--- config.mk ---
export PLATFORM = sky130hd
export DESIGN_NAME = ring_rr_arbiter
export DESIGN_NICKNAME = d
export VERILOG_FILES = /design/src/rtl/ring_rr_arbiter_pkg.sv /design/src/rtl/ring_rr_arbiter_rr_pick.sv /design/src/rtl/ring_rr_arbiter.sv
export SDC_FILE = /design/constraint.sdc
export NUM_CORES = 1
export LEC_CHECK = 0
export CAP_MARGIN = 25
export CORE_MARGIN = 2
export CORE_UTILIZATION = 35
export CTS_CLUSTER_DIAMETER = 150
export DETAILED_ROUTE_END_ITERATION = 12
export PLACE_DENSITY_LB_ADDON = 0.12
export RECOVER_POWER = 100
export SLEW_MARGIN = 25
export SYNTH_ARGS = -nofsm -noshare
export SYNTH_HDL_FRONTEND = slang
export SYNTH_SLANG_ARGS = --single-unit
--- constraint.sdc ---
create_clock -name clk -period 3.36 [get_ports clk]
set_clock_uncertainty 0.2 [all_clocks]
set_input_delay 0.672 -clock clk [delete_from_list [all_inputs] [get_ports clk]]
set_output_delay 0.672 -clock clk [all_outputs]
set_load 0.02 [all_outputs]
--- src/rtl/ring_rr_arbiter_pkg.sv ---
// Shared types and helpers for the ring round-robin arbiter.
// State encoding and one-hot to index conversion.
package ring_rr_arbiter_pkg;

  typedef enum logic [0:0] {
    IDLE = 1'b0,
    OWN  = 1'b1
  } state_t;

  localparam int MAX_N = 32;

  function automatic int unsigned onehot_to_idx(
    input logic [MAX_N-1:0] v
  );
    int unsigned idx;
    idx = 0;
    for (int i = 0; i < MAX_N; i++) begin
      if (v[i]) idx = idx | i;
    end
    return idx;
  endfunction

endpackage

--- src/rtl/ring_rr_arbiter_rr_pick.sv ---
// Round-robin pick: first set request at or above the
// one-hot priority position, wrapping from N-1 to 0.
module rr_pick #(
  parameter int N = 4
) (
  input  logic [N-1:0] req,
  input  logic [N-1:0] prio,
  output logic [N-1:0] win
);

  localparam logic [2*N-1:0] ONE = {{(2*N-1){1'b0}}, 1'b1};

  logic [2*N-1:0] dbl;
  logic [2*N-1:0] mask;
  logic [2*N-1:0] cand;
  logic [2*N-1:0] low;

  // Doubled vector turns the wrap-around scan into a linear
  // lowest-set-bit search above the priority position.
  assign dbl  = {req, req};
  assign mask = ~({{N{1'b0}}, prio} - ONE);
  assign cand = dbl & mask;
  assign low  = cand & (~cand + ONE);
  assign win  = low[N-1:0] | low[2*N-1:N];

endmodule

--- src/rtl/ring_rr_arbiter.sv ---
// Round-robin arbiter with rotating one-hot priority ring
// and a hold timer that forces handoff under contention.
module ring_rr_arbiter
  import ring_rr_arbiter_pkg::*;
#(
  parameter int N        = 4,
  parameter int MAX_HOLD = 4,
  parameter int IW       = $clog2(N),
  localparam int HW      = $clog2(MAX_HOLD + 1)
) (
  input  logic          clk,
  input  logic          start_n,
  input  logic [N-1:0]  req,
  output logic [N-1:0]  grant,
  output logic          grant_valid,
  output logic [IW-1:0] grant_id,
  output logic          preempt,
  output logic [HW-1:0] hold_cnt
);

  localparam logic [HW-1:0] HOLD_TOP = HW'(MAX_HOLD - 1);
  localparam logic [N-1:0]  PRIO_RST = {{(N-1){1'b0}}, 1'b1};

  state_t        state_q;
  state_t        state_d;
  logic [N-1:0]  prio_q;
  logic [N-1:0]  prio_d;
  logic [N-1:0]  grant_d;
  logic [HW-1:0] hold_d;
  logic          pre_d;
  logic [IW-1:0] id_d;

  logic [N-1:0]  rot;
  logic [N-1:0]  cand;
  logic [N-1:0]  pick_prio;
  logic [N-1:0]  win;

  assign rot  = {grant[N-2:0], grant[N-1]};
  assign cand = req & ~grant;

  // While owning, the next pick already uses the rotated
  // pointer so a handoff needs no idle bubble.
  assign pick_prio = (state_q == OWN) ? rot : prio_q;

  rr_pick #(
    .N (N)
  ) u_pick (
    .req  (cand),
    .prio (pick_prio),
    .win  (win)
  );

  always_comb begin
    state_d = state_q;
    prio_d  = prio_q;
    grant_d = grant;
    hold_d  = hold_cnt;
    pre_d   = 1'b0;
    unique case (state_q)
      IDLE: begin
        if (|req) begin
          grant_d = win;
          hold_d  = '0;
          state_d = OWN;
        end
      end
      OWN: begin
        if (!(|(req & grant))) begin
          prio_d  = rot;
          grant_d = win;
          hold_d  = '0;
          if (!(|cand)) state_d = IDLE;
        end else if (hold_cnt == HOLD_TOP && |cand) begin
          prio_d  = rot;
          grant_d = win;
          hold_d  = '0;
          pre_d   = 1'b1;
        end else if (hold_cnt != HOLD_TOP) begin
          hold_d = hold_cnt + HW'(1);
        end
      end
    endcase
  end

  assign id_d = IW'(onehot_to_idx(MAX_N'(grant_d)));

  always_ff @(posedge clk or negedge start_n) begin
    if (!start_n) begin
      state_q     <= IDLE;
      prio_q      <= PRIO_RST;
      grant       <= '0;
      grant_valid <= 1'b0;
      grant_id    <= '0;
      preempt     <= 1'b0;
      hold_cnt    <= '0;
    end else begin
      state_q     <= state_d;
      prio_q      <= prio_d;
      grant       <= grant_d;
      grant_valid <= |grant_d;
      grant_id    <= id_d;
      preempt     <= pre_d;
      hold_cnt    <= hold_d;
    end
  end

endmodule

==> metrics.md <==
| Metric | Value |
|---|---|
| Distinct cells, synth | `40` |
| Synth Area in Compound Gates | `19.8%` |
| Crit-path max FO | `9` |
| Post_cts resized | `0` |
| Final setup violation count | `0` |
| CP required | `3330 ps` |
| Top FF cell, synth | `dfrtp_1` |
| Num CTS Buffers | `3` |
| Post-synth EDFFs | `0` |
| GRT overflow | `0` |
| Multiplexer area fraction after synthesis | `approximately 11%` |
| Leakage | `around 0.53 nW` |
| Die area | `0.00313 mm²` |
| R2R depth | `8` |
| Post-route insts no fill | `139` |
| Die Wd | `56.0 µm` |
| Mapped Cells | `87` |
| Yosys reg bits | `16` |
| Router iterations before antenna repair | `4` |
| Routed WL per cell | `approximately 15 µm` |
| Synth area leader | `dfrtp_1` |
| Hold EP | `hold_cnt[2]$_DFFE_PN0P_` |
| Initial core utilization | `37.5%` |
| Largest net degree at the start of global routing | `17` |
| Hold Crit Class | `flop to flop` |
| Vias | `764` |
| Crit Path Class | `input pin to flop` |
| Most common cell after layout, fill and taps aside | `dfrtp_1` |
| Status | `finished, final reports clean` |
| Synthesized Nets | `95` |
| DRC | `0` |
| Share of post-route cells with drive strength above 1 | `15.6%` |
| Layout area overhead | `25.3%` |
| Vias/cell | `5.50` |
| Worst R2R Start | `state_q$_DFF_PN0_` |
| Clock transition at path regs | `90 ps` |
| Iter 0 DRT Violations | `27` |
| Htree depth | `1` |
| Crit end category | `flop` |
| NetSw | `about 0.43 mW` |
| Initial antenna violation count | `0` |
| Vias in the first global route | `701` |
| Port bufs | `16` |
| Synth Area in Simple Gates | `between 20% and 30%` |
| Clock buffer depth | `2` |
| Post-route ant nets | `0` |
| Min-delay src | `hold_cnt[2]$_DFFE_PN0P_` |
| WHS Path Cells | `1` |
| RSZ-0062 raised after global routing | `false` |
| NumNets Final | `118` |
| Commonest cells after routing, fill and taps aside | `dfrtp_1 (15), dlygate4sd3_1 (13), nor2_1 (8)` |
| Combinational power share | `56.6%` |
| CP Launch Type | `input pin` |
| Power density over the cells | `849 mW/mm²` |
| Netlist Area Pre-Place | `946 µm²` |
| Yosys warning count | `0` |
| Setup tns final | `0 ps` |
| I/O pin total | `17` |
| FFs w/ async S/R, synth | `between 90% and 100%` |
| Total track usage | `13.8%` |
| Post-synthesis sequential area ratio | `between 40% and 50%` |
| Sw frac | `a little over two fifths` |
| Relative slew slack | `between 50% and 60%` |
| Clk network pwr share | `10.1%` |
| Ant. Diodes | `0` |
| Maximum clock rate | `roughly 0.33 GHz` |
| Post-route setup slack | `352 ps` |
| Root buffer cell | `clkbuf_4` |
| Slew Limit Fails | `0` |
| Rows | `18` |
| CTS tree | `built` |
| Clock latency on the worst-skew pair | `roughly 280 ps` |
| Xor and xnor area share after synthesis | `0.926%` |
| Core area | `0.00252 mm²` |
| Die Y | `roughly 56 µm` |
| Placed cells | `135` |
| Max cap viols | `0` |
| Post-Route Utilization | `47.0%` |
| Slew @ Worst Pin | `709 ps` |
| CTS sink cnt | `16` |
| Adder-cell area share of the yosys netlist | `2.65%` |
| Min Clock Period, post-route | `3010 ps` |
| Detail Placement HPWL | `between 1500 and 2000 µm` |
| Syn avg cell area | `10.9 µm²` |
| Reg-to-Reg End | `grant_valid$_DFF_PN0_` |
| Post-CTS Setup Inserts | `0` |
| Share of the synthesized area in the top cell type | `39.7%` |
| Worst reg-to-reg setup slack | `610 ps` |
| Main combinational cell family by area after synthesis | `simple AND/OR/NAND/NOR gates` |
| Peak supply drop | `426 µV` |
| GPL Wtd Cong | `0.979` |
| First-pass GRT wire length | `3380 µm` |
| Fin area | `0.00118 mm²` |
| Hold_buf cts | `0` |
| Placed Instance Area | `~0.0012 mm²` |
| Critical path arrival | `2970 ps` |
| Place WS | `174 ps` |
| Hold Violations, Final | `0` |
| Reg power frac | `33.3%` |
| Synth area leaders | `dfrtp_1 (40%), mux2i_1 (6.3%), mux2_2 (4.8%)` |
| Total Wirelength | `2060 µm` |
| Internal | `0.577 mW` |
| Fin crit share | `89.5%` |
power by group through the flow:
| stage | Combinational, mW | Sequential, mW | Clock [mW] |
|---|---|---|---|
| after CTS | 0.589 | 0.334 | 0.107 |
| after floorplan | 0.347 | 0.378 | 0 |
| after global routing | 0.625 | 0.344 | 0.119 |
| after detailed placement | 0.585 | 0.338 | 0 |
| final | 0.569 | 0.334 | 0.102 |
| after global placement | 0.589 | 0.339 | 0 |
flip-flops by register name, summed over array words and instances (netlist names):
| register | count |
|---|---|
| grant | 4 |
| prio_q | 4 |
| hold_cnt | 3 |
| grant_id | 2 |
| grant_valid | 1 |
| preempt | 1 |
| state_q | 1 |
critical path, cell delays in order:
cell and delay (ps):
dlygate4sd3_1 590, a22o_1 250, o21ai_0 480, o22ai_4 210, a311oi_2 310, o221ai_2 150, or3_1 310
routing by layer:
layer,share of wire (%),GRT usage (%)
met4,1.2,5.44
met2,44,20.3
met3,5.5,1.63
met5,0,0
met1,50,20.6
cell type report:
class / instances / area [µm²]
inverters: 1 / 3.75
clock buffers: 4 / 26.3
multi-input cells: 68 / 526
repair buffers: 20 / 190
well taps: 30 / 37.5
fillers: 242 / 1340
flip-flops and latches: 16 / 402
worst max path at each step:
| stage | start | to | slack [ps] | depth (start not counted) |
|---|---|---|---|---|
| floorplan | req[2] | grant_valid$_DFF_PN0_ | 750 | 6 |
| global placement | req[2] | grant_valid$_DFF_PN0_ | 210 | 6 |
| detailed placement | req[2] | grant_valid$_DFF_PN0_ | 170 | 6 |
| CTS | req[2] | grant_valid$_DFF_PN0_ | 480 | 6 |
| global route | req[2] | grant_valid$_DFF_PN0_ | 210 | 7 |
| finish | req[2] | grant_valid$_DFF_PN0_ | 350 | 7 |
cell families (layout without fill, tap and decap cells):
kind of cell	Yosys count	after routing
adder cells (fa/ha/maj)	2	2
buffers and inverters	3	25
XOR/XNOR	1	1
AO/OA/AOI/OAI	22	22
AND/OR/NAND/NOR	33	33
flip-flops	16	16
multiplexers	10	10
cells in the mapped netlist, types with 2 or more instances:
cell      number
a22o_1         3
dfrtp_1       15
ha_1           2
mux2_2         4
mux2i_1        6
nand2_1        3
nand2b_1       2
nand3b_1       2
nor2_1         8
nor2b_1        6
nor3_1         3
o21a_1         2
o21ai_0        3
o21ai_1        2
through the flow:
stage	power [mW]	hold WS, ps
global route	1.09	365
CTS	1.03	332
floorplan	0.725	176
detailed placement	0.923	312
global placement	0.928	295
finish	1.01	321
Power figures use the tool's default switching activity.
==> RTL edit 1, RTL diff (config.mk and constraints unchanged) <==
Change the parameter `MAX_HOLD` from 4 to 8.
--- a/src/rtl/ring_rr_arbiter.sv
+++ b/src/rtl/ring_rr_arbiter.sv
@@ -4,7 +4,7 @@
   import ring_rr_arbiter_pkg::*;
 #(
   parameter int N        = 4,
-  parameter int MAX_HOLD = 4,
+  parameter int MAX_HOLD = 8,
   parameter int IW       = $clog2(N),
   localparam int HW      = $clog2(MAX_HOLD + 1)
 ) (
Interface: changed (resized hold_cnt); port bits go from 17 to 18. No check against the original RTL was run, so the function may have changed too.
==> RTL edit 1 against the original RTL <==
- wire length increased by 7.9%
- cell area increased by 5.2%
- setup slack improved by 0.12 ns
- area after synthesis increased by 7.8%
- clock power increased by 11%
- fmax increased by 4.3%
- total power increased by 3.6%
- non-clock buffer count decreased by 3
- synthesized cell count increased by 10%
- critical path type unchanged
- die area increased by 7.2%
- count of clock-buffer cells in the layout unchanged
- sequential cell count increased by 1
==> RTL edit 1: results (changes against the original RTL) <==
[route]
wire_per_inst_um=15.14  ; +2.0%
drt-initial-drc-count=14  ; -48%
num_vias=798  ; +4.5%

[power_and_ir_drop]
ir_worst_vdd_uv=396.7  ; -6.8%

[yosys]
seq_area_frac_synth_pct=41.84  ; -0.62 points
synth_area_leaders=dfrtp_1 (39%), mux2i_1 (4.9%), mux2_1 (4.4%), nand2_1 (3.3%), o41ai_4 (2.7%)
synth_cell_type_count=42  ; +5.0%
syn-num-nets=104  ; +9.5%
synthTopCellsByCount=dfrtp_1 (16), nand2_1 (9), nor2_1 (6)
synth_area_per_cell_um2=10.62  ; -2.3%

[timing]
whs_ns=0.3397  ; +0.01861 ns

[grt]
use_met2_pct=24.68  ; +4.3 points
grt_pass1_wl_um=3746  ; +11%
grt_max_degree=18  ; +1
grt.total_usage_pct=14.62  ; +0.79 points
met3_usage_pct=4.018  ; +2.4 points
first_global_vias=818  ; +17%
met1_usage_pct=18.84  ; -1.7 points

[setup_path]
r2r.worst_path.cells=6  ; -2
r2r_slack_ns=0.78  ; +0.17 ns
arrival_ns=2.88  ; -0.09 ns

[placement]
dp_cells=143  ; +5.9%
gp_congestion=0.8203  ; -16%

[clock_network]
cts_root_buf=clkbuf_4
clkLatencyLatePin_ns=0.30  ; +0.02 ns

[finish]
fillCellCount=273  ; +13%

[min_path]
holdPathEnd=prio_q[3]$_DFFE_PN0P_
min_from=prio_q[3]$_DFFE_PN0P_

[outcome]
status=completed

-- RTL edit 1: per-stage QoR --
stage	cell area, µm²	worst slack, ns
after global placement	1221	0.3183
after detailed placement	1221	0.2710
after floorplan	1020	0.8817
after global routing	1246	0.3910
after CTS	1247	0.6035
final	1246	0.4754
-- RTL edit 1: how the worst max path moves through the flow --
stage                     startpoint                     to  slack (ns)  depth (start not counted)
after floorplan               req[1]  grant_valid$_DFF_PN0_        0.88                          6
after global placement        req[1]  grant_valid$_DFF_PN0_        0.32                          7
after detailed placement      req[1]  grant_valid$_DFF_PN0_        0.27                          7
after CTS                     req[1]  grant_valid$_DFF_PN0_        0.60                          7
after global routing          req[2]  grant_valid$_DFF_PN0_        0.39                          7
final                         req[2]  prio_q[2]$_DFFE_PN0P_        0.48                          6
-- RTL edit 1: report_power, final --
part           internal (W)  total (W)  switching, W
logic              0.000258   0.000565      0.000306
clock network     0.0000463   0.000113     0.0000669
registers          0.000284   0.000364     0.0000804
-- RTL edit 1: layer usage --
metal / vias to the layer above / share of wire, %
met5: - / 0
met4: 0 / 0.58
met3: 2 / 3.5
met2: 15 / 48
met1: 385 / 47
li1: 396 / -
-- RTL edit 1: cells by family (layout without fill, tap and decap cells) --
| kind of cell | count (synthesis) | in the layout | synth area share [%] |
|---|---|---|---|
| AO/OA/AOI/OAI | 21 | 21 | 17.30 |
| AND/OR/NAND/NOR | 44 | 44 | 26.63 |
| flip-flops | 17 | 17 | 41.84 |
| XOR/XNOR | 2 | 2 | 1.718 |
| buffers and inverters | 1 | 21 | 0.7365 |
| multiplexers | 9 | 9 | 9.325 |
| adder cells (fa/ha/maj) | 2 | 2 | 2.454 |
-- RTL edit 1: cell type report --
type	instances	area share, %
multi-input cells	78	46.89
flip-flops and latches	17	34.24
repair buffers	17	13.65
well taps	31	3.112
clock buffers	4	2.108
-- RTL edit 1: worst max-delay path, cell delays in order --
cell and delay [ns]:
dlygate4sd3_1 0.58, nor2b_1 0.20, nor4_1 0.37, nor2b_1 0.09, o21ai_0 0.58, mux2_1 0.38
